[src/rtl/nebula_pkg.sv]
// nebula_pkg: shared constants, enums and instruction-field helpers for the nebula RV32I core.
// No ports; imported by nebula_core.
package nebula_pkg;

    localparam logic [31:0] RESET_ADDRESS_DEFAULT = 32'h0000_0000;

    // RV32I major opcodes (instr[6:0]).
    typedef enum logic [6:0] {
        OpcLoad    = 7'h03,
        OpcMiscMem = 7'h0f,
        OpcOpImm   = 7'h13,
        OpcAuipc   = 7'h17,
        OpcStore   = 7'h23,
        OpcOp      = 7'h33,
        OpcLui     = 7'h37,
        OpcBranch  = 7'h63,
        OpcJalr    = 7'h67,
        OpcJal     = 7'h6f,
        OpcSystem  = 7'h73
    } opcode_e;

    typedef enum logic [3:0] {
        AluAdd, AluSub, AluSll, AluSlt, AluSltu, AluXor, AluSrl, AluSra, AluOr, AluAnd, AluPassB
    } alu_op_e;

    typedef enum logic [1:0] {
        PcSeq, PcJal, PcJalr, PcBranch
    } pc_sel_e;

    localparam logic [2:0] F3_BEQ  = 3'b000;
    localparam logic [2:0] F3_BNE  = 3'b001;
    localparam logic [2:0] F3_BLT  = 3'b100;
    localparam logic [2:0] F3_BGE  = 3'b101;
    localparam logic [2:0] F3_BLTU = 3'b110;
    localparam logic [2:0] F3_BGEU = 3'b111;

    function automatic logic [6:0] get_opcode(input logic [31:0] instr);
        return instr[6:0];
    endfunction

    function automatic logic [31:0] imm_i(input logic [31:0] instr);
        return {{20{instr[31]}}, instr[31:20]};
    endfunction

    function automatic logic [31:0] imm_s(input logic [31:0] instr);
        return {{20{instr[31]}}, instr[31:25], instr[11:7]};
    endfunction

    function automatic logic [31:0] imm_b(input logic [31:0] instr);
        return {{19{instr[31]}}, instr[31], instr[7], instr[30:25], instr[11:8], 1'b0};
    endfunction

    function automatic logic [31:0] imm_u(input logic [31:0] instr);
        return {instr[31:12], 12'b0};
    endfunction

    function automatic logic [31:0] imm_j(input logic [31:0] instr);
        return {{11{instr[31]}}, instr[31], instr[19:12], instr[20], instr[30:21], 1'b0};
    endfunction

    // funct3 -> ALU op; alt selects SUB/SRA (instr[30]).
    function automatic alu_op_e alu_op_dec(input logic [2:0] f3, input logic alt);
        alu_op_e op;
        op = AluAdd;
        case (f3)
            3'd0:    op = alt ? AluSub : AluAdd;
            3'd1:    op = AluSll;
            3'd2:    op = AluSlt;
            3'd3:    op = AluSltu;
            3'd4:    op = AluXor;
            3'd5:    op = alt ? AluSra : AluSrl;
            3'd6:    op = AluOr;
            default: op = AluAnd;
        endcase
        return op;
    endfunction

endpackage

[src/rtl/nebula_regfile.sv]
// nebula_regfile: 32x32 integer register file, x0 hardwired to zero.
// Ports: clk_i/rst_i (async active-high reset clears all registers),
//        raddr_a_i/rdata_a_o and raddr_b_i/rdata_b_o combinational reads,
//        we_i/waddr_i/wdata_i synchronous write (writes to x0 dropped),
//        raddr_c_i/rdata_c_o extra read port only with NEBULA_CORE_DEBUG_PORT_EN.
module nebula_regfile (
    input  logic        clk_i,
    input  logic        rst_i,
    input  logic [4:0]  raddr_a_i,
    output logic [31:0] rdata_a_o,
    input  logic [4:0]  raddr_b_i,
    output logic [31:0] rdata_b_o,
`ifdef NEBULA_CORE_DEBUG_PORT_EN
    input  logic [4:0]  raddr_c_i,
    output logic [31:0] rdata_c_o,
`endif
    input  logic        we_i,
    input  logic [4:0]  waddr_i,
    input  logic [31:0] wdata_i
);

    logic [31:0] regs_q [32];
    logic [31:0] regs_d [32];

    always_comb begin
        regs_d = regs_q;
        if (we_i && (waddr_i != 5'd0)) begin
            regs_d[waddr_i] = wdata_i;
        end
    end

    always_ff @(posedge clk_i or posedge rst_i) begin
        if (rst_i) begin
            for (int i = 0; i < 32; i++) begin
                regs_q[i] <= '0;
            end
        end else begin
            regs_q <= regs_d;
        end
    end

    assign rdata_a_o = (raddr_a_i == 5'd0) ? 32'd0 : regs_q[raddr_a_i];
    assign rdata_b_o = (raddr_b_i == 5'd0) ? 32'd0 : regs_q[raddr_b_i];
`ifdef NEBULA_CORE_DEBUG_PORT_EN
    assign rdata_c_o = (raddr_c_i == 5'd0) ? 32'd0 : regs_q[raddr_c_i];
`endif

endmodule

[src/rtl/nebula_core.sv]
// nebula_core: single-cycle RV32I integer core (no data memory), CPI = 1.
// Ports: clk_i, rst_i (async active-high), icache_read_data_i (instruction at the
//        current PC, same cycle), icache_read_address_o (= PC).
// Optional macro NEBULA_CORE_DEBUG_PORT_EN adds dbg_reg_addr_i, dbg_reg_data_o,
//        dbg_retire_o and dbg_pc_o.
// LOAD/STORE/MISC-MEM/SYSTEM and illegal encodings retire as NOPs.
module nebula_core
    import nebula_pkg::*;
#(
    parameter logic [31:0] RESET_ADDRESS = RESET_ADDRESS_DEFAULT
) (
    input  logic        clk_i,
    input  logic        rst_i,
    input  logic [31:0] icache_read_data_i,
`ifdef NEBULA_CORE_DEBUG_PORT_EN
    input  logic [4:0]  dbg_reg_addr_i,
    output logic [31:0] dbg_reg_data_o,
    output logic        dbg_retire_o,
    output logic [31:0] dbg_pc_o,
`endif
    output logic [31:0] icache_read_address_o
);

    logic [31:0] pc_q, pc_d, pc_plus4, pc_next;
    logic [31:0] instr, rs1_data, rs2_data;
    logic [31:0] alu_a, alu_b, alu_res, wb_data;
    logic [4:0]  shamt;
    logic [2:0]  f3;
    logic [6:0]  f7;
    opcode_e     opcode;
    alu_op_e     alu_op;
    pc_sel_e     pc_sel;
    logic        rf_we, wb_link, branch_taken;

    assign instr    = icache_read_data_i;
    assign opcode   = opcode_e'(get_opcode(instr));
    assign f3       = instr[14:12];
    assign f7       = instr[31:25];
    assign pc_plus4 = pc_q + 32'd4;

    nebula_regfile u_regfile (
        .clk_i     (clk_i),
        .rst_i     (rst_i),
        .raddr_a_i (instr[19:15]),
        .rdata_a_o (rs1_data),
        .raddr_b_i (instr[24:20]),
        .rdata_b_o (rs2_data),
`ifdef NEBULA_CORE_DEBUG_PORT_EN
        .raddr_c_i (dbg_reg_addr_i),
        .rdata_c_o (dbg_reg_data_o),
`endif
        .we_i      (rf_we),
        .waddr_i   (instr[11:7]),
        .wdata_i   (wb_data)
    );

    // Decode: control signals only; datapath results are combined below.
    always_comb begin
        alu_op  = AluAdd;
        alu_a   = rs1_data;
        alu_b   = rs2_data;
        rf_we   = 1'b0;
        wb_link = 1'b0;
        pc_sel  = PcSeq;
        case (opcode)
            OpcOp: begin
                if ((f7 == 7'h00) || ((f7 == 7'h20) && ((f3 == 3'd0) || (f3 == 3'd5)))) begin
                    alu_op = alu_op_dec(f3, instr[30]);
                    rf_we  = 1'b1;
                end
            end
            OpcOpImm: begin
                alu_b  = imm_i(instr);
                // instr[30] is only an opcode bit for SRAI; elsewhere it is immediate.
                alu_op = alu_op_dec(f3, (f3 == 3'd5) && instr[30]);
                if (f3 == 3'd1) begin
                    rf_we = (f7 == 7'h00);
                end else if (f3 == 3'd5) begin
                    rf_we = (f7 == 7'h00) || (f7 == 7'h20);
                end else begin
                    rf_we = 1'b1;
                end
            end
            OpcLui: begin
                alu_op = AluPassB;
                alu_b  = imm_u(instr);
                rf_we  = 1'b1;
            end
            OpcAuipc: begin
                alu_a = pc_q;
                alu_b = imm_u(instr);
                rf_we = 1'b1;
            end
            OpcJal: begin
                wb_link = 1'b1;
                rf_we   = 1'b1;
                pc_sel  = PcJal;
            end
            OpcJalr: begin
                alu_b = imm_i(instr);
                if (f3 == 3'd0) begin
                    wb_link = 1'b1;
                    rf_we   = 1'b1;
                    pc_sel  = PcJalr;
                end
            end
            OpcBranch: begin
                if (branch_taken) begin
                    pc_sel = PcBranch;
                end
            end
            default: ;
        endcase
    end

    always_comb begin
        branch_taken = 1'b0;
        case (f3)
            F3_BEQ:  branch_taken = (rs1_data == rs2_data);
            F3_BNE:  branch_taken = (rs1_data != rs2_data);
            F3_BLT:  branch_taken = ($signed(rs1_data) < $signed(rs2_data));
            F3_BGE:  branch_taken = ($signed(rs1_data) >= $signed(rs2_data));
            F3_BLTU: branch_taken = (rs1_data < rs2_data);
            F3_BGEU: branch_taken = (rs1_data >= rs2_data);
            default: branch_taken = 1'b0;
        endcase
    end

    assign shamt = alu_b[4:0];

    always_comb begin
        alu_res = '0;
        case (alu_op)
            AluAdd:   alu_res = alu_a + alu_b;
            AluSub:   alu_res = alu_a - alu_b;
            AluSll:   alu_res = alu_a << shamt;
            AluSlt:   alu_res = {31'd0, $signed(alu_a) < $signed(alu_b)};
            AluSltu:  alu_res = {31'd0, alu_a < alu_b};
            AluXor:   alu_res = alu_a ^ alu_b;
            AluSrl:   alu_res = alu_a >> shamt;
            AluSra:   alu_res = $unsigned($signed(alu_a) >>> shamt);
            AluOr:    alu_res = alu_a | alu_b;
            AluAnd:   alu_res = alu_a & alu_b;
            AluPassB: alu_res = alu_b;
            default:  alu_res = '0;
        endcase
    end

    assign wb_data = wb_link ? pc_plus4 : alu_res;

    always_comb begin
        pc_next = pc_plus4;
        case (pc_sel)
            PcJal:    pc_next = pc_q + imm_j(instr);
            PcJalr:   pc_next = alu_res & ~32'd1;
            PcBranch: pc_next = pc_q + imm_b(instr);
            default:  pc_next = pc_plus4;
        endcase
    end

    // No misalignment trap: the low two bits are simply dropped.
    assign pc_d = {pc_next[31:2], 2'b00};

    always_ff @(posedge clk_i or posedge rst_i) begin
        if (rst_i) begin
            pc_q <= RESET_ADDRESS;
        end else begin
            pc_q <= pc_d;
        end
    end

    assign icache_read_address_o = pc_q;

`ifdef NEBULA_CORE_DEBUG_PORT_EN
    assign dbg_retire_o = ~rst_i;
    assign dbg_pc_o     = pc_q;
`endif

endmodule

[config.mk]
export PLATFORM = sky130hd
export DESIGN_NAME = nebula_core
export DESIGN_NICKNAME = d
export VERILOG_FILES = /design/src/rtl/nebula_pkg.sv /design/src/rtl/nebula_regfile.sv /design/src/rtl/nebula_core.sv
export SDC_FILE = /design/constraint.sdc
export NUM_CORES = 2
export LEC_CHECK = 0
export BUFFER_PORTS_ARGS = -buffer_cell sky130_fd_sc_hd__buf_2
export CAP_MARGIN = 10
export CORE_UTILIZATION = 55
export CTS_BUF_LIST = sky130_fd_sc_hd__clkbuf_8
export DETAILED_ROUTE_END_ITERATION = 7
export PLACE_DENSITY_LB_ADDON = 0.15
export SYNTH_ARGS = -nofsm -noshare
export SYNTH_HDL_FRONTEND = slang
export SYNTH_HIERARCHICAL = 1
export SYNTH_SLANG_ARGS = --single-unit
export TNS_END_PERCENT = 1
[constraint.sdc]
create_clock -name clk_i -period 101.4 [get_ports clk_i]
set_input_delay 10.14 -clock clk_i [delete_from_list [all_inputs] [get_ports clk_i]]
set_output_delay 10.14 -clock clk_i [all_outputs]
set_load 0.03 [all_outputs]
# Word-level counts from Yosys, hierarchy flattened
# Cells that the tools add are included.
# totals
reg_bits	1054
in_bits	34
out_inout_bits	32
# op_classes
n_addsub	5
magnitude_cmp	10
n_eq_ne	30
shifts	3
mux	34
bitwise	6
reduce_logical	16
# op_table
op	n
bitwise mux 1024 bit	1
one-hot mux 32 bit (11 select lines)	1
binary-select mux 32 bit (select 5 bit)	2
2-to-1 mux 32 bit	9
demux 32 bit (select 5 bit)	1
less-than comparator 32 bit	4
adder 32 bit	3
one-hot mux 32 bit (3 select lines)	1
greater-or-equal comparator 32 bit	2
one-hot mux 32 bit (2 select lines)	1
one-hot mux 4 bit (7 select lines)	2
adder 32 x 3 -> 32 bit (second input constant)	1
bitwise AND 32 bit	1
== test 32 bit	1
inequality test 32 bit	1
OR 32 bit	1
<< shifter 32 x 5 -> 32 bit	1
>> shifter 32 x 5 -> 32 bit	1
>>> shifter 32 x 5 -> 32 bit	1
subtractor 32 bit	1
bitwise XOR 32 bit	1
== test 7 x 6 -> 1 bit (second input constant)	3
== test 7 bit (second input constant)	3
greater-or-equal comparator 6 bit (second input constant)	3
29 further kinds	58

# Logic depth before layout (Yosys ltp)
# depth
depth_word	11
depth_mapped	30
depth_no_buf	27

# Hierarchy
# Netlist, hierarchy kept.
# by_module_without_submodules
mod	instances	cells_each	area_per_inst_um2	seq_area_each_um2
nebula_regfile	1	3614	54881.4	25624.6
nebula_core	1	2160	15114.5	750.7

# Worst setup path before layout
# OpenSTA, ideal clock, no wires.
# synth_timing
path_kind	input -> register
start	input icache_read_data_i[19]
end	register pc_q[30], in the netlist icache_read_address_o[30]
setup_time_ps	90
arrival_time_ps	16266
t_required_ps	101310
slack_ps	85043
cell_stages	28
n_path_buf	4
cell_sequence	buf_2 > or2_1 > clkbuf_1 > or4_4 > clkbuf_1 > o21ai_1 > a311oi_1 > ha_1 > a211o_1 > a21oi_1 > o211a_1 > o221ai_1 > a211oi_1 > mux2_2 > o211ai_1 > clkbuf_1 > mux2_2 > ha_1 > nor2b_1 > o21a_1 > o21ai_0 > a2111oi_0 > nor2_1 > a21oi_1 > o221ai_1 > or4bb_1 > a31o_2 > o221ai_1
# synth_between
elab_chain_len	11
elab_cells_between_ends	31
cone_classes	add/sub (3); order compare (4); eq/ne (5); shift (3); mux (11); bitwise (4); reduce/logical (1)
# synth_rtl
element	line	source
start, declared	nebula_core.sv:14	input logic [31:0] icache_read_data_i,
NOT 5 -> 6 bit (implied by the code)	nebula_regfile.sv:42	assign rdata_a_o = (raddr_a_i == 5'd0) ? 32'd0 : regs_q[raddr_a_i];
binary-select mux 32 bit (select 5 bit)	nebula_regfile.sv:42	
2-to-1 mux 32 bit (implied by the code) (2 in series)	nebula_regfile.sv:42	
2-to-1 mux 32 bit (*)	nebula_regfile.sv:42	
net rs1_data[7]	nebula_core.sv:25	logic [31:0] instr, rs1_data, rs2_data;
greater-or-equal comparator 32 bit (tied with other cells)	nebula_core.sv:124	F3_BGEU: branch_taken = (rs1_data >= rs2_data);
one-hot mux 1 bit (6 select lines)	nebula_core.sv:118	case (f3)
2-to-1 mux 2 bit	nebula_core.sv:108	if (branch_taken) begin
one-hot mux 2 bit (3 select lines)	nebula_core.sv:65	case (opcode)
== test 2 bit / == test 2 x 1 -> 1 bit (equally long branches)	nebula_core.sv:153	case (pc_sel)
one-hot mux 32 bit (3 select lines) (*)	nebula_core.sv:153	
net pc_next[30]	nebula_core.sv:24	logic [31:0] pc_q, pc_d, pc_plus4, pc_next;
end signal, assigned	nebula_core.sv:168	pc_q <= pc_d;
end, declared	nebula_core.sv:24	
# The timed path passes the listed nets; every way through them passes the cells marked *. The select of a mux whose other input is x is not followed.
# A chain may end at the register's enable or synchronous reset.

# Worst setup path after layout
# layout_timing
start	input icache_read_data_i[16]
end	register pc_q[30], in the netlist icache_read_address_o[30]
# Same word-level chain as after synthesis.

==> metrics.csv <==
stage,metric,value,unit
outcome,result of the run,completed,
clocking,# resized after CTS,0,
timing,count of pins over their slew limit,0,
clocking,clock-pin slew reported for the worst setup and hold paths after clock tree synthesis,0.06,ns
detailed_routing,post-route DRC violation count,0,
worst_hold_path,Hold Crit Endpoint,u_regfile/regs_q[1003]$_DFFE_PP0P_,
worst_setup_path,Slowest cell on crit path,sky130_fd_sc_hd__a311oi_1,
detailed_routing,routed wire length,284700,um
timing,clock tree skew after final layout,0.05884,ns
worst_hold_path,launch point of the worst hold path,u_regfile/regs_q[1003]$_DFFE_PP0P_,
yosys,Synth area leaders,"sky130_fd_sc_hd__dfrtp_1, sky130_fd_sc_hd__mux2_2, sky130_fd_sc_hd__mux4_2",
clocking,Num CTS Buffers,180,
worst_setup_path,Critical Path Fanout Max,77,
placement,Cells after DPL,7145,
clocking,clock latency of the later-clocked register in the worst-skew pair,0.95,ns
pwr,share of power burned in the clock network,32.6,%
yosys,sequential element share of the synthesized area,37.68,%
pwr,Pwr Density,16.19,nW/um^2
detailed_routing,via density per instance,7.390,
timing,Final setup violation count,0,
detailed_routing,number of iterations in the first detailed-routing pass,8,
yosys,average footprint of a synthesized cell,12.12,sq um
layout,final net count,5876,
yosys,"EDFF count, synth",0,
yosys,post-synthesis cell area,70000,sq um
timing,unrepaired setup endpoints after global routing,false,
yosys,post-synthesis compound-gate area fraction,11.15,%
worst_setup_path,Worst Setup SP,icache_read_data_i[16],
worst_setup_path,required time of the worst setup path,102.24,ns
clocking,count of H-tree levels built during CTS,4,
yosys,unique cell type count in the Yosys netlist,103,
yosys,commonest cells in the netlist,"sky130_fd_sc_hd__dfrtp_1, sky130_fd_sc_hd__mux2_2, sky130_fd_sc_hd__mux4_2",
detailed_routing,DR WL/cell,38.08,um
timing,Max Clock Freq,0.05262,GHz
floorplan,Die Span Y,358.7,um
placement,final weighted congestion in routability-driven placement,1.082,
yosys,most area-hungry cell type in the Yosys netlist,sky130_fd_sc_hd__dfrtp_1,
yosys,asr flop ratio synth,100.0,%
worst_setup_path,Critical R2R Launch,u_regfile/regs_q[295]$_DFFE_PP0P_,
timing,minimum clock period after layout,19.00,ns
timing,final worst-path setup slack,82.40,ns
floorplan,placeable core region,125900,sq um
grt,initial antenna violation count,17,
floorplan,effective utilization at floorplan,55.60,%
worst_setup_path,type of the setup path with the least slack,input pin to flip-flop,
yosys,number of synthesized register bits,1054,
worst_setup_path,delay of the slowest cell on the worst path,0.79,ns
clocking,number of hold buffers added after cts,0,
yosys,"arithmetic-cell share of the synthesized area counting full adders, half adders and majority gates",2.964,%
pwr,final total power,1.221,mW
yosys,"Top FF cell, synth",sky130_fd_sc_hd__dfrtp_1,
yosys,"count leader, synth",sky130_fd_sc_hd__dfrtp_1,
yosys,portion of netlist area occupied by mux cells,36.31,%
timing,post-route clock period utilization,18.74,%
pwr,proportion of power drawn by flip-flops and latches,39.2,%
yosys,main combinational cell family by area after synthesis,multiplexers,
grt,global-route congestion overflow total,0,
pwr,static leakage,34.61,nW
yosys,simple-gate area share of the yosys netlist,5.944,%
layout,Final Core Density,59.90,%
detailed_routing,total number of vias,55250,
pwr,net switching power,456.7,uW
worst_hold_path,worst hold path type,flip-flop to flip-flop,
clocking,Max Root-Sink Buffers,3,
grt,global-route wire length before repair,401300,um
timing,total negative slack for setup checks,0,ns
timing,slew at the pin closest to its max-slew limit,1.412,ns
grt,maximum number of pins on one net before global-route repair,191,
clocking,buffer cell driving the clock tree root,sky130_fd_sc_hd__clkbuf_8,
layout,share of post-route cells with drive strength above 1,37.04,%
pwr,cell internal power dissipation,764.0,uW
pwr,Gate power share,28.2,%
pwr,share of total power consumed by net switching,37.41,%
floorplan,count of pins on the block boundary,66,
worst_setup_path,Crit Reg-Reg Endpoint,icache_read_address_o[30]$_DFF_PP0_,
grt,total routing resource utilization after global routing,44.25,%
run,max-capacitance violation count,0,
placement,number of buffers added on ports,63,
detailed_routing,Initial DRC Count,6947,
floorplan,die width,358.7,um
worst_setup_path,arrival time of data at the critical path endpoint,19.84,ns
placement,total half-perimeter wirelength after legalization and detailed placement,184800,um
yosys,number of cells produced by synthesis,5774,
placement,pre-CTS setup slack,81.58,ns
layout,post-synthesis to final-layout area growth,7.744,%
yosys,warning count from the yosys run,6,
layout,final non-filler cell total,7476,
grt,via count of the first global-routing pass,53520,
timing,normalized max-slew margin,5.887,%
worst_setup_path,element type at the critical path end,flip-flop,
worst_hold_path,worst hold path depth,0,
timing,final hold vios,0,
yosys,area share of the leading cell type in the synthesized netlist,37.68,%
worst_setup_path,worst r2r path cells,28,
yosys,synthesized-area fraction occupied by xor and xnor cells,0.7758,%
clocking,clock tree from TritonCTS,done,
worst_setup_path,slack of the worst reg-to-reg path,93.57,ns
floorplan,Die Footprint,128700,sq um
floorplan,count of standard-cell rows,130,
pwr,worst voltage drop across the vdd grid,0.00001226,V
clocking,setup repair bufs after CTS,0,
clocking,number of clock sinks,1054,
worst_setup_path,type of element launching the critical path,input pin,
detailed_routing,count of nets left with antenna violations after detail routing,0,
## metal layers
metal	GRT usage (%)	vias to the layer above	routed length, um
met2	64.15	3530	122900
met1	60.68	28800	113100
met5	0	-	66
met3	12.01	845	31530
met4	23.53	8	17010
li1	-	22070	-
## cells by family (layout without fill, tap and decap cells)
group / Yosys count / in the layout
flip-flops: 1054 / 1054
AO/OA/AOI/OAI: 1105 / 1105
other: 1 / 10
AND/OR/NAND/NOR: 844 / 844
adder cells (fa/ha/maj): 164 / 164
multiplexers: 1843 / 1843
XOR/XNOR: 62 / 62
buffers and inverters: 701 / 744
## placed cells by master (no fill, tap or decap), drive strengths merged, types with 167 or more instances in the layout
cell,count
buf,275
nor2,193
mux2,1068
nand2,254
dfrtp,1054
mux4,450
inv,220
a21oi,167
clkbuf,224
o21ai,232
mux2i,325
## through the flow
stage / hold slack [ns] / instance area, sq um
6_report: 0.3940 / 75420
5_1_grt: 0.4115 / 75400
4_1_cts: 0.3967 / 75390
3_5_place_dp: 0.3833 / 71650
3_3_place_gp: 0.3765 / 71600
2_1_floorplan: 0.4413 / 70000
## registers in the layout, summed over array words and instances (netlist names)
signal	flops
u_regfile/regs_q	1024
icache_read_address_o	30
## worst max-delay path by stage
stage	endpoint	cells past startpoint	slack, ns
final	icache_read_address_o[30]$_DFF_PP0_	30	82.40
after global routing	icache_read_address_o[30]$_DFF_PP0_	30	82.02
after CTS	icache_read_address_o[30]$_DFF_PP0_	30	82.51
after detailed placement	icache_read_address_o[30]$_DFF_PP0_	30	81.58
after global placement	icache_read_address_o[30]$_DFF_PP0_	31	81.58
after floorplan	u_regfile/regs_q[0]$_DFFE_PP0P_	1	62.44
## power by group through the flow
stage,combinational [mW],sequential [mW],clock [mW]
after floorplan,0.207,0.476,0
after global placement,0.331,0.482,0
after detailed placement,0.332,0.483,0
after CTS,0.333,0.475,0.404
after global routing,0.360,0.479,0.422
final,0.344,0.479,0.398
## final cells by class
type                       count  area [sq um]
antenna                        8         20.02
clock buffer                 223          3069
clock inverter                99         670.6
fill                       10310         50480
inverter                     146         563.0
multi-input combinational   4020         40570
sequential                  1054         26380
tap                         1650          2064
timing repair buffer         276          2079
## critical path: cells and delay by family
family          cells  cell delay [ns]
simple gates        3             0.90
fa+ha+maj           3             1.01
buf+inv             6             2.61
compound gates     14             3.79
mux                 4             1.07
No activity file was read; power rests on OpenSTA's default activity.
